<file path="src/rtl/inst_fetch_ctrl_pkg.sv">
// Shared definitions for the instruction fetch sequencer.
//   BIN_DIG   : instruction width in bits
//   MEM_SIZE  : instruction memory depth in words
//   RESET_PC  : program counter value loaded at reset
//   fetch_state_t : sequencer states (RUN, FULL, HALTED)
//   fetch_entry_t : one queued fetch result {pc, inst} at default widths
package inst_fetch_ctrl_pkg;

  localparam int BIN_DIG      = 32;
  localparam int MEM_SIZE     = 16;
  localparam int FETCH_ADDR_W = $clog2(MEM_SIZE);
  localparam int RESET_PC     = 0;

  typedef enum logic [1:0] {
    RUN    = 2'd0,
    FULL   = 2'd1,
    HALTED = 2'd2
  } fetch_state_t;

  typedef struct packed {
    logic [FETCH_ADDR_W-1:0] pc;
    logic [BIN_DIG-1:0]      inst;
  } fetch_entry_t;

endpackage

</file>
<file path="src/rtl/inst_queue.sv">
// Two-entry in-order FIFO holding fetched instructions.
// Knows nothing about the program counter; it only stores entries.
//   clk, rst : clock, synchronous active-high reset
//   push     : write din (accepted when not full, or when popping too)
//   pop      : drop the head (ignored when empty)
//   flush    : empty the queue; overrides push/pop
//   din      : entry to write
//   head     : oldest entry (slot 0), registered
//   count    : number of valid entries, 0..2
module inst_queue
  import inst_fetch_ctrl_pkg::*;
#(
  parameter type entry_t = fetch_entry_t
) (
  input  logic       clk,
  input  logic       rst,
  input  logic       push,
  input  logic       pop,
  input  logic       flush,
  input  entry_t     din,
  output entry_t     head,
  output logic [1:0] count
);

  entry_t     slot0_reg;
  entry_t     slot1_reg;
  logic [1:0] count_reg;

  logic do_pop;
  logic do_push;

  assign do_pop  = pop && (count_reg != 2'd0);
  assign do_push = push && ((count_reg != 2'd2) || do_pop);

  always_ff @(posedge clk) begin
    if (rst) begin
      slot0_reg <= '0;
      slot1_reg <= '0;
      count_reg <= 2'd0;
    end else if (flush) begin
      count_reg <= 2'd0;
    end else begin
      // Shift first; a simultaneous write into slot 0 below takes priority.
      if (do_pop) begin
        slot0_reg <= slot1_reg;
      end
      if (do_push) begin
        // New entry lands in the first slot that is free after the pop.
        if ((count_reg == 2'd0) || ((count_reg == 2'd1) && do_pop)) begin
          slot0_reg <= din;
        end else begin
          slot1_reg <= din;
        end
      end
      count_reg <= count_reg + 2'(do_push) - 2'(do_pop);
    end
  end

  assign head  = slot0_reg;
  assign count = count_reg;

endmodule

</file>
<file path="src/rtl/inst_fetch_ctrl.sv">
// Fetch-side sequencer: owns the program counter, drives the word address
// to the instruction memory, captures the combinationally returned
// instruction into a 2-entry queue and presents the queue head to decode.
//   clk, rst       : clock, synchronous active-high reset
//   addr           : word address to instruction memory (= PC register)
//   curr_inst      : instruction at addr, returned combinationally
//   redirect_valid : load redirect_pc and flush the queue this cycle
//   redirect_pc    : redirect target
//   halt           : stop issuing fetches (queue still drains)
//   inst_valid     : queue head valid (registered)
//   inst, inst_pc  : queue head instruction and its PC (registered)
//   inst_ready     : decode accepts the head
module inst_fetch_ctrl #(
  parameter int BIN_DIG  = inst_fetch_ctrl_pkg::BIN_DIG,
  parameter int MEM_SIZE = inst_fetch_ctrl_pkg::MEM_SIZE,
  parameter int ADDR_W   = $clog2(MEM_SIZE),
  parameter int RESET_PC = inst_fetch_ctrl_pkg::RESET_PC
) (
  input  logic               clk,
  input  logic               rst,
  output logic [ADDR_W-1:0]  addr,
  input  logic [BIN_DIG-1:0] curr_inst,
  input  logic               redirect_valid,
  input  logic [ADDR_W-1:0]  redirect_pc,
  input  logic               halt,
  output logic               inst_valid,
  output logic [BIN_DIG-1:0] inst,
  output logic [ADDR_W-1:0]  inst_pc,
  input  logic               inst_ready
);
  import inst_fetch_ctrl_pkg::*;

  localparam logic [1:0] ST_RUN    = RUN;
  localparam logic [1:0] ST_FULL   = FULL;
  localparam logic [1:0] ST_HALTED = HALTED;

  // Entry layout sized by this instance's parameters.
  typedef struct packed {
    logic [ADDR_W-1:0]  pc;
    logic [BIN_DIG-1:0] inst;
  } entry_t;

  logic [ADDR_W-1:0] pc_reg;
  logic [ADDR_W-1:0] pc_next;
  logic [ADDR_W-1:0] pc_inc;
  logic [1:0]        state_reg;
  logic [1:0]        state_next;

  entry_t     push_entry;
  entry_t     head;
  logic [1:0] count;
  logic [1:0] count_next;
  logic       pop;
  logic       push;

  assign pop = (count != 2'd0) && inst_ready;

  // Fetching stops the very cycle halt is seen, and redirect cycles only
  // reload the PC; the new target is fetched on the following cycle.
  assign push = (state_reg != ST_HALTED) && !halt && !redirect_valid &&
                ((count != 2'd2) || pop);

  assign pc_inc = (pc_reg == ADDR_W'(MEM_SIZE - 1)) ? '0 : pc_reg + ADDR_W'(1);

  assign count_next = count + 2'(push) - 2'(pop);

  always_comb begin
    pc_next = pc_reg;
    if (redirect_valid) begin
      pc_next = redirect_pc;
    end else if (push) begin
      pc_next = pc_inc;
    end
  end

  always_comb begin
    state_next = state_reg;
    if (redirect_valid) begin
      state_next = ST_RUN;
    end else if (halt) begin
      state_next = ST_HALTED;
    end else begin
      case (state_reg)
        ST_RUN:    if (!pop && (count_next == 2'd2)) state_next = ST_FULL;
        ST_FULL:   if (pop) state_next = ST_RUN;
        ST_HALTED: state_next = ST_HALTED;
        default:   state_next = ST_RUN;
      endcase
    end
  end

  always_ff @(posedge clk) begin
    if (rst) begin
      pc_reg    <= ADDR_W'(RESET_PC);
      state_reg <= ST_RUN;
    end else begin
      pc_reg    <= pc_next;
      state_reg <= state_next;
    end
  end

  assign push_entry.pc   = pc_reg;
  assign push_entry.inst = curr_inst;

  inst_queue #(
    .entry_t (entry_t)
  ) u_queue (
    .clk   (clk),
    .rst   (rst),
    .push  (push),
    .pop   (pop),
    .flush (redirect_valid),
    .din   (push_entry),
    .head  (head),
    .count (count)
  );

  assign addr       = pc_reg;
  assign inst_valid = (count != 2'd0);
  assign inst       = head.inst;
  assign inst_pc    = head.pc;

endmodule

</file>
<file path="config.mk">
export PLATFORM = sky130hd
export DESIGN_NAME = inst_fetch_ctrl
export DESIGN_NICKNAME = d
export VERILOG_FILES = /design/src/rtl/inst_fetch_ctrl_pkg.sv /design/src/rtl/inst_queue.sv /design/src/rtl/inst_fetch_ctrl.sv
export SDC_FILE = /design/constraint.sdc
export NUM_CORES = 1
export LEC_CHECK = 0
export BUFFER_PORTS_ARGS = -buffer_cell sky130_fd_sc_hd__buf_2
export CORE_UTILIZATION = 49
export CTS_CLUSTER_SIZE = 24
export DETAILED_ROUTE_END_ITERATION = 6
export PLACE_DENSITY = 0.8
export SYNTH_ARGS = -nofsm -noshare
export SYNTH_HDL_FRONTEND = slang
export SYNTH_HIERARCHICAL = 1
export SYNTH_SLANG_ARGS = --single-unit
export TNS_END_PERCENT = 50
</file>
<file path="constraint.sdc">
create_clock -name clk -period 2.2 [get_ports clk]
set_input_delay 0.11 -clock clk [delete_from_list [all_inputs] [get_ports clk]]
set_output_delay 0.11 -clock clk [all_outputs]
set_load 0.1 [all_outputs]
</file>
[Word level (Yosys, flattened, before mapping)]
Index checks and enable logic that the tools add are counted.
Word-level totals
  register bits: 80
  bits of input ports: 41
  output and inout bits: 41
  logic and storage cells: 59
Cells by class
  add/sub/neg operators: 5
  equality and inequality tests: 11
  mux-type cells: 10
  bitwise logic cells: 2
  reductions and logical operators: 23
Operators by type and width (count)
  36-bit two-way mux: 3
  4-bit two-way mux: 3
  1-bit logical AND: 8
  2-bit inequality test, second input constant: 4
  2-bit two-way mux: 3
  3-bit inequality test, second input constant: 2
  2-bit case mux with 3 select lines: 1
  2-bit by 1-bit adder with 2-bit output: 2
  4-bit by 1-bit adder with 4-bit output, second input constant: 1
  2-bit by 1-bit equality test with 1-bit output, second input constant: 2
  2-bit equality test, second input constant: 2
  4-bit equality test, second input constant: 1
  2-bit logical NOT: 2
  2-bit AND reduction: 2
  2-bit nonzero test: 2
  2-bit by 1-bit subtractor with 2-bit output: 2
  1-bit logical NOT: 3
  1-bit logical OR: 3
  3-bit AND reduction: 1
  3-bit OR reduction: 1
  1-bit inverter: 2
  2-bit OR reduction: 1

[Depth between registers and ports, before layout]
Gate-level depths: netlist of the first run.
  word-level depth: 11
  mapped depth: 10
  gate-level depth less buffers: 10

[Modules after synthesis]
The synthesis of the first run kept the hierarchy.
Modules (own cells, without submodules)
  inst_queue: times used 1, cells each 388, area an instance 3433.3 um^2
  inst_fetch_ctrl: times used 1, cells each 46, area an instance 412.9 um^2

[Worst setup path before layout of the first run]
No wires, ideal clock.
  path kind: reg2reg
  start: register u_queue.count_reg[1] (netlist: u_queue/count[1])
  end: register u_queue.count_reg[1] (netlist: u_queue/count[1])
  library setup time: 0.078 ns
  arrival time: 2.308 ns
  path slack: -0.186 ns
  stages on the path, launching flop included: 10
  buffers on the path: 1
  path through: dfxtp_1 > or2_2 > and2_1 > clkbuf_1 > nor2b_1 > o21ai_0 > o21ai_0 > ha_1 > xor2_1 > nor3_1
On the way
  longest elaborated chain between the ends: 7
RTL lines
  from (decl): RTL line inst_queue.sv:27  | logic [1:0] count_reg;
  from (signal assigned): RTL line inst_queue.sv:55  | count_reg <= count_reg + 2'(do_push) - 2'(do_pop);
  2-bit nonzero test *
  named net inst_valid: RTL line inst_fetch_ctrl.sv:26  | output logic inst_valid,
  1-bit logical AND *: RTL line inst_fetch_ctrl.sv:56  | assign pop = (count != 2'd0) && inst_ready;
  named net pop: RTL line inst_fetch_ctrl.sv:53  | logic pop;
  1-bit logical OR / 1-bit logical AND (equally long branches): RTL line inst_fetch_ctrl.sv:61, inst_queue.sv:32
  1-bit logical AND / 1-bit logical OR (equally long branches): RTL line inst_fetch_ctrl.sv:60, inst_queue.sv:33
  1-bit logical AND: RTL line inst_queue.sv:33  | assign do_push = push && ((count_reg != 2'd2) || do_pop);
  2-bit by 1-bit adder with 2-bit output: RTL line inst_queue.sv:55
  2-bit by 1-bit subtractor with 2-bit output *: RTL line inst_queue.sv:55
The timed path passes the listed nets; every way through them passes the cells marked *.
A chain may end at the register's enable or synchronous reset.

[Worst setup path in the final report of the first run]
  start: register u_queue.count_reg[0] (netlist: u_queue/count[0])
  end: register state_reg[0]
On the way
  longest elaborated chain between the ends: 10
RTL lines
  2-bit nonzero test *: RTL line inst_fetch_ctrl.sv:56
  1-bit logical AND *: RTL line inst_fetch_ctrl.sv:56
  named net pop: RTL line inst_fetch_ctrl.sv:53
  1-bit logical OR: RTL line inst_fetch_ctrl.sv:61  | ((count != 2'd2) || pop);
  1-bit logical AND: RTL line inst_fetch_ctrl.sv:60  | assign push = (state_reg != ST_HALTED) && !halt && !redirect_valid &&
  2-bit by 1-bit adder with 2-bit output: RTL line inst_fetch_ctrl.sv:65  | assign count_next = count + 2'(push) - 2'(pop);
  2-bit by 1-bit subtractor with 2-bit output: RTL line inst_fetch_ctrl.sv:65
  2-bit equality test: RTL line inst_fetch_ctrl.sv:84  | ST_RUN: if (!pop && (count_next == 2'd2)) state_next = ST_FULL;
  1-bit logical AND: RTL line inst_fetch_ctrl.sv:84
  2-bit inequality test (no line)
  2-bit AND reduction (no line) *
  to (signal assigned): RTL line inst_fetch_ctrl.sv:98  | state_reg <= state_next;
  to (decl): RTL line inst_fetch_ctrl.sv:46  | logic [1:0] state_reg;
Marks and branches as above.

==> impl_results.md, run 1 <==
* Worst-Skew Late Latency at 0.36 ns
* Share of layout cells above drive strength 1 at 0.315
* Crit Path Max Fanout at 43
* HPWL after DPL at 6.35 mm
* CP top delay family: simple AND/OR/NAND/NOR gates
* Die X at 90.6 um
* FMAX at 467 MHz
* Reg area at 1600 sq um
* Routed WL per cell at 16.8 um
* Nets@finish at 571
* Multi-input logic area at 1930 sq um
* H-tree depth at 3
* Routed vias at 3,681
* Buffers & Inverters on Critical Path at 2
* Slowest stage delay, CP at 0.34 ns
* YS warnings at 6
* Die Area at 8210 sq um
* Netlist cell types at 41
* Root Buffer: clkbuf_8
* Core Util, Final at 0.645
* Gpl congestion at 0.805
* Kind of critical path: reg2reg
* Final Cell Area at 4780 sq um
* Largest net degree at the start of global routing at 47
* Most frequent cells in the layout: buf_2, dfxtp_1, nand2_1
* CP Launch Type: flop
* Initial Util at 0.519
* Initial antenna violation count at 0
* CP arrival at 2.43 ns
* Die H at 90.6 um
* Crit path cell chain: or2_4 -> and2_2 -> buf_12 -> ha_1 -> inv_1 -> ha_1 -> xnor2_2 -> xnor2_1 -> a21oi_1 -> nor3_1
* Seq cells post-synth at 80
* Endpoint class of the critical path: flop
* Pwr Density at 683 nW/um^2
* Vias per cell at 5.85
* VDD IR max at 0.267 mV
* DRT Wirelength at 10.6 mm
* Gr usage total at 0.256
* Total Neg Setup Slack at 0 ns
* Clock sink count at 80
* Cells after Synth at 434
* CTS tree: built
* CTS Buf Count at 9
* Tmin final at 2.14 ns
* Syn Std Cell Area at 3850 sq um
* Rel. slew slack at 0.589
* Input/output buffers at 81
* Post-route DRC violation count at 0
* Syn nets at 479
* Placed Area at 4350 sq um
* Global-route wire length before repair at 16.7 mm
* Core Rows at 31
* Mean Syn Cell Area at 8.86 sq um
* Slew Viols, Final at 0
* Final clock skew at 0.00943 ns
* Most frequent cell on the critical path: ha_1
* CP max stage cell: dfxtp_2
* Max Cap Violations at 0
* Final hold viol count at 0
* RSZ-0062 raised after global routing: true
* GRT overflow at 0
* FILL cells at 624
* Vias in the first global route at 3,471
* Final Cycle Share at 0.974
* Setup-failing EPs final at 0
* Slew @ Worst Pin at 0.616 ns
* Outcome: complete, no violations
* Ant. Diodes at 0
* Commonest non-fill, non-tap cell in the layout: buf_2
* Sequential area share after synthesis at 0.416
* Io pins at 82
* Area grow syn2layout at 24.2%
* CORE AREA at 7410 sq um
* CTS clk-pin slew, worst paths at 0.08 ns
* Clock Path Buffers at 2
* Starting DRC count in detailed routing at 290
* HP Class: in2reg
* Routed Antenna Nets at 0
* Static Leak at 1.75 nW
* WP data required at 2.49 ns
* DR pass1 iterations at 5
metrics by stage:
step	setup WS [ns]	total power, mW	hold slack (ns)	std cells
after floorplan	0.00185	2.04	0.179	434
after global placement	-0.175	2.18	0.366	593
final	0.0573	3.26	0.0111	629
after detailed placement	-0.222	2.19	0.373	593
after CTS	0.00211	3.27	0.000171	624
after global routing	-0.0515	3.37	0.00743	629
logic make-up (layout without fill, tap and decap cells):
group / after synthesis / count (layout) / synth area share
AO/OA/AOI/OAI: 159 / 160 / 0.343
multiplexers: 3 / 3 / 0.00813
adder cells (fa/ha/maj): 4 / 4 / 0.0130
buffers and inverters: 85 / 179 / 0.0950
AND/OR/NAND/NOR: 100 / 101 / 0.118
XOR/XNOR: 3 / 3 / 0.00683
flip-flops: 80 / 80 / 0.416
final timing paths:
| path | from | to | slack [ns] | depth (start not counted) |
|---|---|---|---|---|
| worst min register to register | u_queue/slot1_reg[31] | u_queue/slot1_reg[31] | 0.46 | 2 |
| worst min-delay path | curr_inst[28] | u_queue/slot1_reg[28] | 0.01 | 3 |
| worst max register to register | u_queue/count[0] | state_reg[0] | 0.06 | 10 |
| worst max-delay path | u_queue/count[0] | state_reg[0] | 0.06 | 10 |
area by class of cell:
type                    instances  area share
flip-flops and latches         80       0.336
repair buffers                119       0.160
clock inverters                 4     0.00943
multi-input cells             271       0.405
inverters                      45      0.0354
well taps                      99      0.0259
clock buffers                  11      0.0296
routing by layer:
metal	share of wire	track usage	wire (um)
met3	0.052	0.0463	551
met2	0.48	0.407	5030
met4	0.020	0.141	216
met1	0.45	0.328	4790
met5	0	0	0
worst reg2reg max path: stages, from the launching register on:
cell	delay [ns]
dfxtp_2	0.34
or2_4	0.24
and2_2	0.22
buf_12	0.19
ha_1	0.29
inv_1	0.04
ha_1	0.20
xnor2_2	0.14
xnor2_1	0.17
a21oi_1	0.09
nor3_1	0.15
cells in the mapped netlist:
cell type | instances | area [sq um]
a2111oi_2 | 1 | 15.0
a211oi_1 | 38 | 285
a211oi_2 | 1 | 12.5
a211oi_4 | 1 | 20.0
a21o_1 | 1 | 7.51
a21oi_1 | 9 | 45.0
a21oi_2 | 31 | 272
a311o_1 | 1 | 10.0
a31oi_1 | 37 | 231
and2_1 | 1 | 6.26
and4_2 | 2 | 20.0
buf_1 | 2 | 7.51
buf_2 | 19 | 95.1
buf_6 | 3 | 33.8
clkbuf_1 | 16 | 60.1
clkinv_1 | 1 | 3.75
dfxtp_1 | 80 | 1600
ha_1 | 4 | 50.1
inv_1 | 42 | 158
inv_2 | 2 | 7.51
mux2_1 | 1 | 11.3
mux2i_1 | 2 | 20.0
nand2_1 | 75 | 282
nand2b_1 | 2 | 12.5
nand3_1 | 1 | 5.00
nand3b_1 | 1 | 7.51
nor2_1 | 6 | 22.5
nor2b_1 | 1 | 6.26
nor2b_4 | 1 | 13.8
nor3_1 | 4 | 20.0
nor3b_1 | 1 | 7.51
nor3b_4 | 1 | 18.8
nor4bb_1 | 1 | 10.0
o21ai_0 | 2 | 10.0
o21ai_1 | 1 | 5.00
o221a_1 | 36 | 405
or2_2 | 1 | 6.26
or2b_1 | 1 | 7.51
or4_1 | 1 | 7.51
xnor2_1 | 2 | 17.5
xor2_1 | 1 | 8.76
timing repair:
item / in CTS / in global routing
endpoints found under the setup margin: 72 / 45
gates cloned: 2 / 0
pin swaps: 2 / 1
hold buffers: 12 / 0
hold endpoints to repair: 12 / 0
gates resized for setup: 2 / 5
buffers inserted: 2 / 5
power by group:
part           switching (mW)  total (mW)  internal (mW)
registers              0.0322        1.52           1.49
clock network           0.526        1.07          0.544
logic                   0.499       0.669          0.170
Note: power is estimated with default switching activity, not from simulation.
==> run 2: changes to the inputs <==
--- a/config.mk
+++ b/config.mk
@@ -5,11 +5,13 @@
 export SDC_FILE = /design/constraint.sdc
 export NUM_CORES = 1
 export LEC_CHECK = 0
+export ABC_AREA = 1
 export BUFFER_PORTS_ARGS = -buffer_cell sky130_fd_sc_hd__buf_2
-export CORE_UTILIZATION = 49
+export CORE_UTILIZATION = 50
 export CTS_CLUSTER_SIZE = 24
 export DETAILED_ROUTE_END_ITERATION = 6
 export PLACE_DENSITY = 0.8
+export SLEW_MARGIN = 40
 export SYNTH_ARGS = -nofsm -noshare
 export SYNTH_HDL_FRONTEND = slang
 export SYNTH_HIERARCHICAL = 1
==> run 2 against run 1 <==
  * Wire length up 1.2%
  * Non-clock buffer count down 21
  * Cell area up 7.4%
  * Count of clock-buffer cells in the layout down 2
  * Setup slack better by 0.18 ns
  * Total power up 12%
  * Critical path depth unchanged
  * Critical path type unchanged
  * Largest cell class unchanged
==> impl_results.md, run 2 <==
* Crit path cell chain: inv_2 -> nand2_8 -> nand2_1 -> inv_1 -> nor2_1 -> a21oi_4 -> buf_4 -> nand3_1 -> nand2_1 -> nor2_1
* Total Neg Setup Slack at 0 ns (unchanged)
* Gpl congestion at 0.823 (+2.2%)
* Most frequent cells in the layout: nand2_1, nand3_1, inv_1
* FILL cells at 801 (+28%)
* CP arrival at 2.21 ns (-0.22 ns)
* DRT Wirelength at 10.7 mm (+1.2%)
* Top cells by area, synth: dfxtp_1, nand2_1, nand3_1, inv_1, nor2_1
* Clock sink count at 80 (unchanged)
* Hold Worst Slack at 0.0744 ns (+0.0634 ns)
* Final Cycle Share at 0.891 (-0.0828)
* Setup bufs post-CTS at 0 (-2)
* Rel. slew slack at 0.659 (+0.0703)
* Crit Path Max Fanout at 36 (-16%)
* CTS Hold Buffers Added at 0 (-12)
* Slowest stage delay, CP at 0.44 ns (+0.10 ns)
* Worst-Skew Late Latency at 0.35 ns (about the same)
* Root Buffer: clkbuf_8
* Sequential area share after synthesis at 0.367 (-0.0492)
* Share of layout cells above drive strength 1 at 0.173 (-0.143)
* Endpoint class of the critical path: flop
* Seq cells post-synth at 80 (unchanged)
* Reg2Reg Launch Point: u_queue/count[0]
* CP max stage cell: dfxtp_1
* Core Rows at 33 (+6.5%)
* HP Class: in2reg
* CTS tree: built
* Syn nets at 767 (+60%)
* Setup-failing EPs final at 0 (unchanged)
* Clock Path Buffers at 2 (unchanged)
* Yosys top cell by area: dfxtp_1
* Largest net degree at the start of global routing at 38 (-19%)
* HPWL after DPL at 7.06 mm (+11%)
* Share of the synthesized area in the top cell type at 0.367 (-0.0492)
* CP Launch Type: flop
* CORE AREA at 8340 sq um (+13%)
* Final clock skew at 0.00997 ns (+0.000539 ns)
* Post-CTS resize count at 0 (-2)
* Routed vias at 4,476 (+22%)
* Post-synth top cells: nand2_1, nand3_1, inv_1
* Routed WL per cell at 11.8 um (-30%)
* Slew @ Worst Pin at 0.515 ns (-0.101 ns)
* RSZ-0062 raised after global routing: false
* Static Leak at 2.83 nW (+62%)
* Top-count cell post-synth: nand2_1
* Final hold viol count at 0 (unchanged)
* Input/output buffers at 81 (unchanged)
* Io pins at 82 (unchanged)
* Outcome: complete, no violations
* Ant. Diodes at 0 (unchanged)
* Netlist cell types at 24 (-41%)
* Post-route DRC violation count at 0 (unchanged)
* GRT overflow at 0 (unchanged)
* Syn Std Cell Area at 4360 sq um (+13%)
* CTS Buf Count at 9 (unchanged)
* H-tree depth at 3 (unchanged)
* Initial antenna violation count at 0 (unchanged)
* Area grow syn2layout at 17.7%
* Starting DRC count in detailed routing at 157 (-46%)
* Worst hold path startpoint: halt
* DR pass1 iterations at 5 (unchanged)
* Max Cap Violations at 0 (unchanged)
* Top_reg_cell synth: dfxtp_1
* EDFF count, synth at 0 (unchanged)
* YS warnings at 6 (unchanged)
* Mean Syn Cell Area at 6.04 sq um (-32%)
* Final non-filler cell total at 905 (+44%)
* Total Power at 3.64 mW (+12%)
* Routed Antenna Nets at 0 (unchanged)
* FMAX at 510 MHz (+9.3%)
* Global-route wire length before repair at 18.1 mm (+8.0%)
* Core Util, Final at 0.615 (-0.0295)
* Vias in the first global route at 4,039 (+16%)
* Die H at 95.4 um (+5.3%)
* WP data required at 2.45 ns (-0.04 ns)
* Pwr Density at 709 nW/um^2 (+3.8%)
* Cells after Synth at 722 (+66%)
* Vias per cell at 4.95 (-15%)
* Tmin final at 1.96 ns (-0.182 ns)
* Initial Util at 0.523 (+0.00378)
* VDD IR max at 0.360 mV (+35%)
* Slew Viols, Final at 0 (unchanged)
* Commonest non-fill, non-tap cell in the layout: nand2_1
* Gr usage total at 0.253 (-0.00332)
* Kind of critical path: reg2reg
* Nets@finish at 841 (+47%)
* Post-synth ARST share at 0 (unchanged)
* Inst Count DP at 890 (+50%)
* Die X at 95.4 um (+5.3%)
* Die Area at 9100 sq um (+11%)
* CTS clk-pin slew, worst paths at 0.08 ns (about the same)
* Crit path from: u_queue/count[0]
-- run 2: worst max-delay path, delay by kind of cell (launching register included) --
| family | cells | cell delay, ns |
|---|---|---|
| AO/OA/AOI/OAI | 1 | 0.17 |
| buffers and inverters | 3 | 0.67 |
| AND/OR/NAND/NOR | 6 | 0.58 |
| flip-flops | 1 | 0.44 |
-- run 2: path summary, 6_finish.rpt --
| check | to | slack, ns | cells after the start |
|---|---|---|---|
| worst min register to register | u_queue/head[12] | 0.47 | 2 |
| worst min-delay path | state_reg[0] | 0.07 | 4 |
| worst max register to register | u_queue/slot1_reg[0] | 0.24 | 10 |
| worst max-delay path | u_queue/slot1_reg[0] | 0.24 | 10 |
-- run 2: power breakdown --
group,switching [mW],internal (mW),total (mW)
Clock,0.521,0.860,1.38
Combinational,0.551,0.173,0.724
Sequential,0.0394,1.49,1.53
Total,1.11,2.53,3.64
-- run 2: final cells by class --
| class | instances | area, sq um | share of cell area |
|---|---|---|---|
| repair buffers | 98 | 558 | 0.109 |
| clock buffers | 9 | 124 | 0.0241 |
| clock inverters | 6 | 133 | 0.0258 |
| multi-input cells | 514 | 2230 | 0.435 |
| flip-flops and latches | 80 | 1600 | 0.312 |
| well taps | 105 | 131 | 0.0256 |
| inverters | 93 | 349 | 0.0680 |
-- run 2: per-stage QoR --
step / setup WS (ns) / cell area (sq um)
after detailed placement: 0.312 / 4880
after global placement: 0.376 / 4880
final: 0.240 / 5130
after global routing: 0.0912 / 5130
after floorplan: 0.0147 / 4380
after CTS: 0.287 / 5130
-- run 2: logic make-up (layout without fill, tap and decap cells) --
kind of cell / Yosys count / in the layout / share of synthesized area
and+or+nand+nor: 497 / 497 / 0.471
adders and majority gates: 4 / 4 / 0.0115
xor gates and xnor gates: 5 / 5 / 0.0100
buffers and inverters: 128 / 206 / 0.129
AOI/OAI and AO/OA: 8 / 8 / 0.0109
DFF: 80 / 80 / 0.367
-- run 2: routing by layer --
| layer | part of all wire | up-vias | track usage |
|---|---|---|---|
| met5 | 0 | - | 0 |
| met4 | 0.018 | 0 | 0.0995 |
| met3 | 0.052 | 18 | 0.0399 |
| met2 | 0.49 | 136 | 0.446 |
| met1 | 0.44 | 1996 | 0.306 |
| li1 | - | 2326 | - |
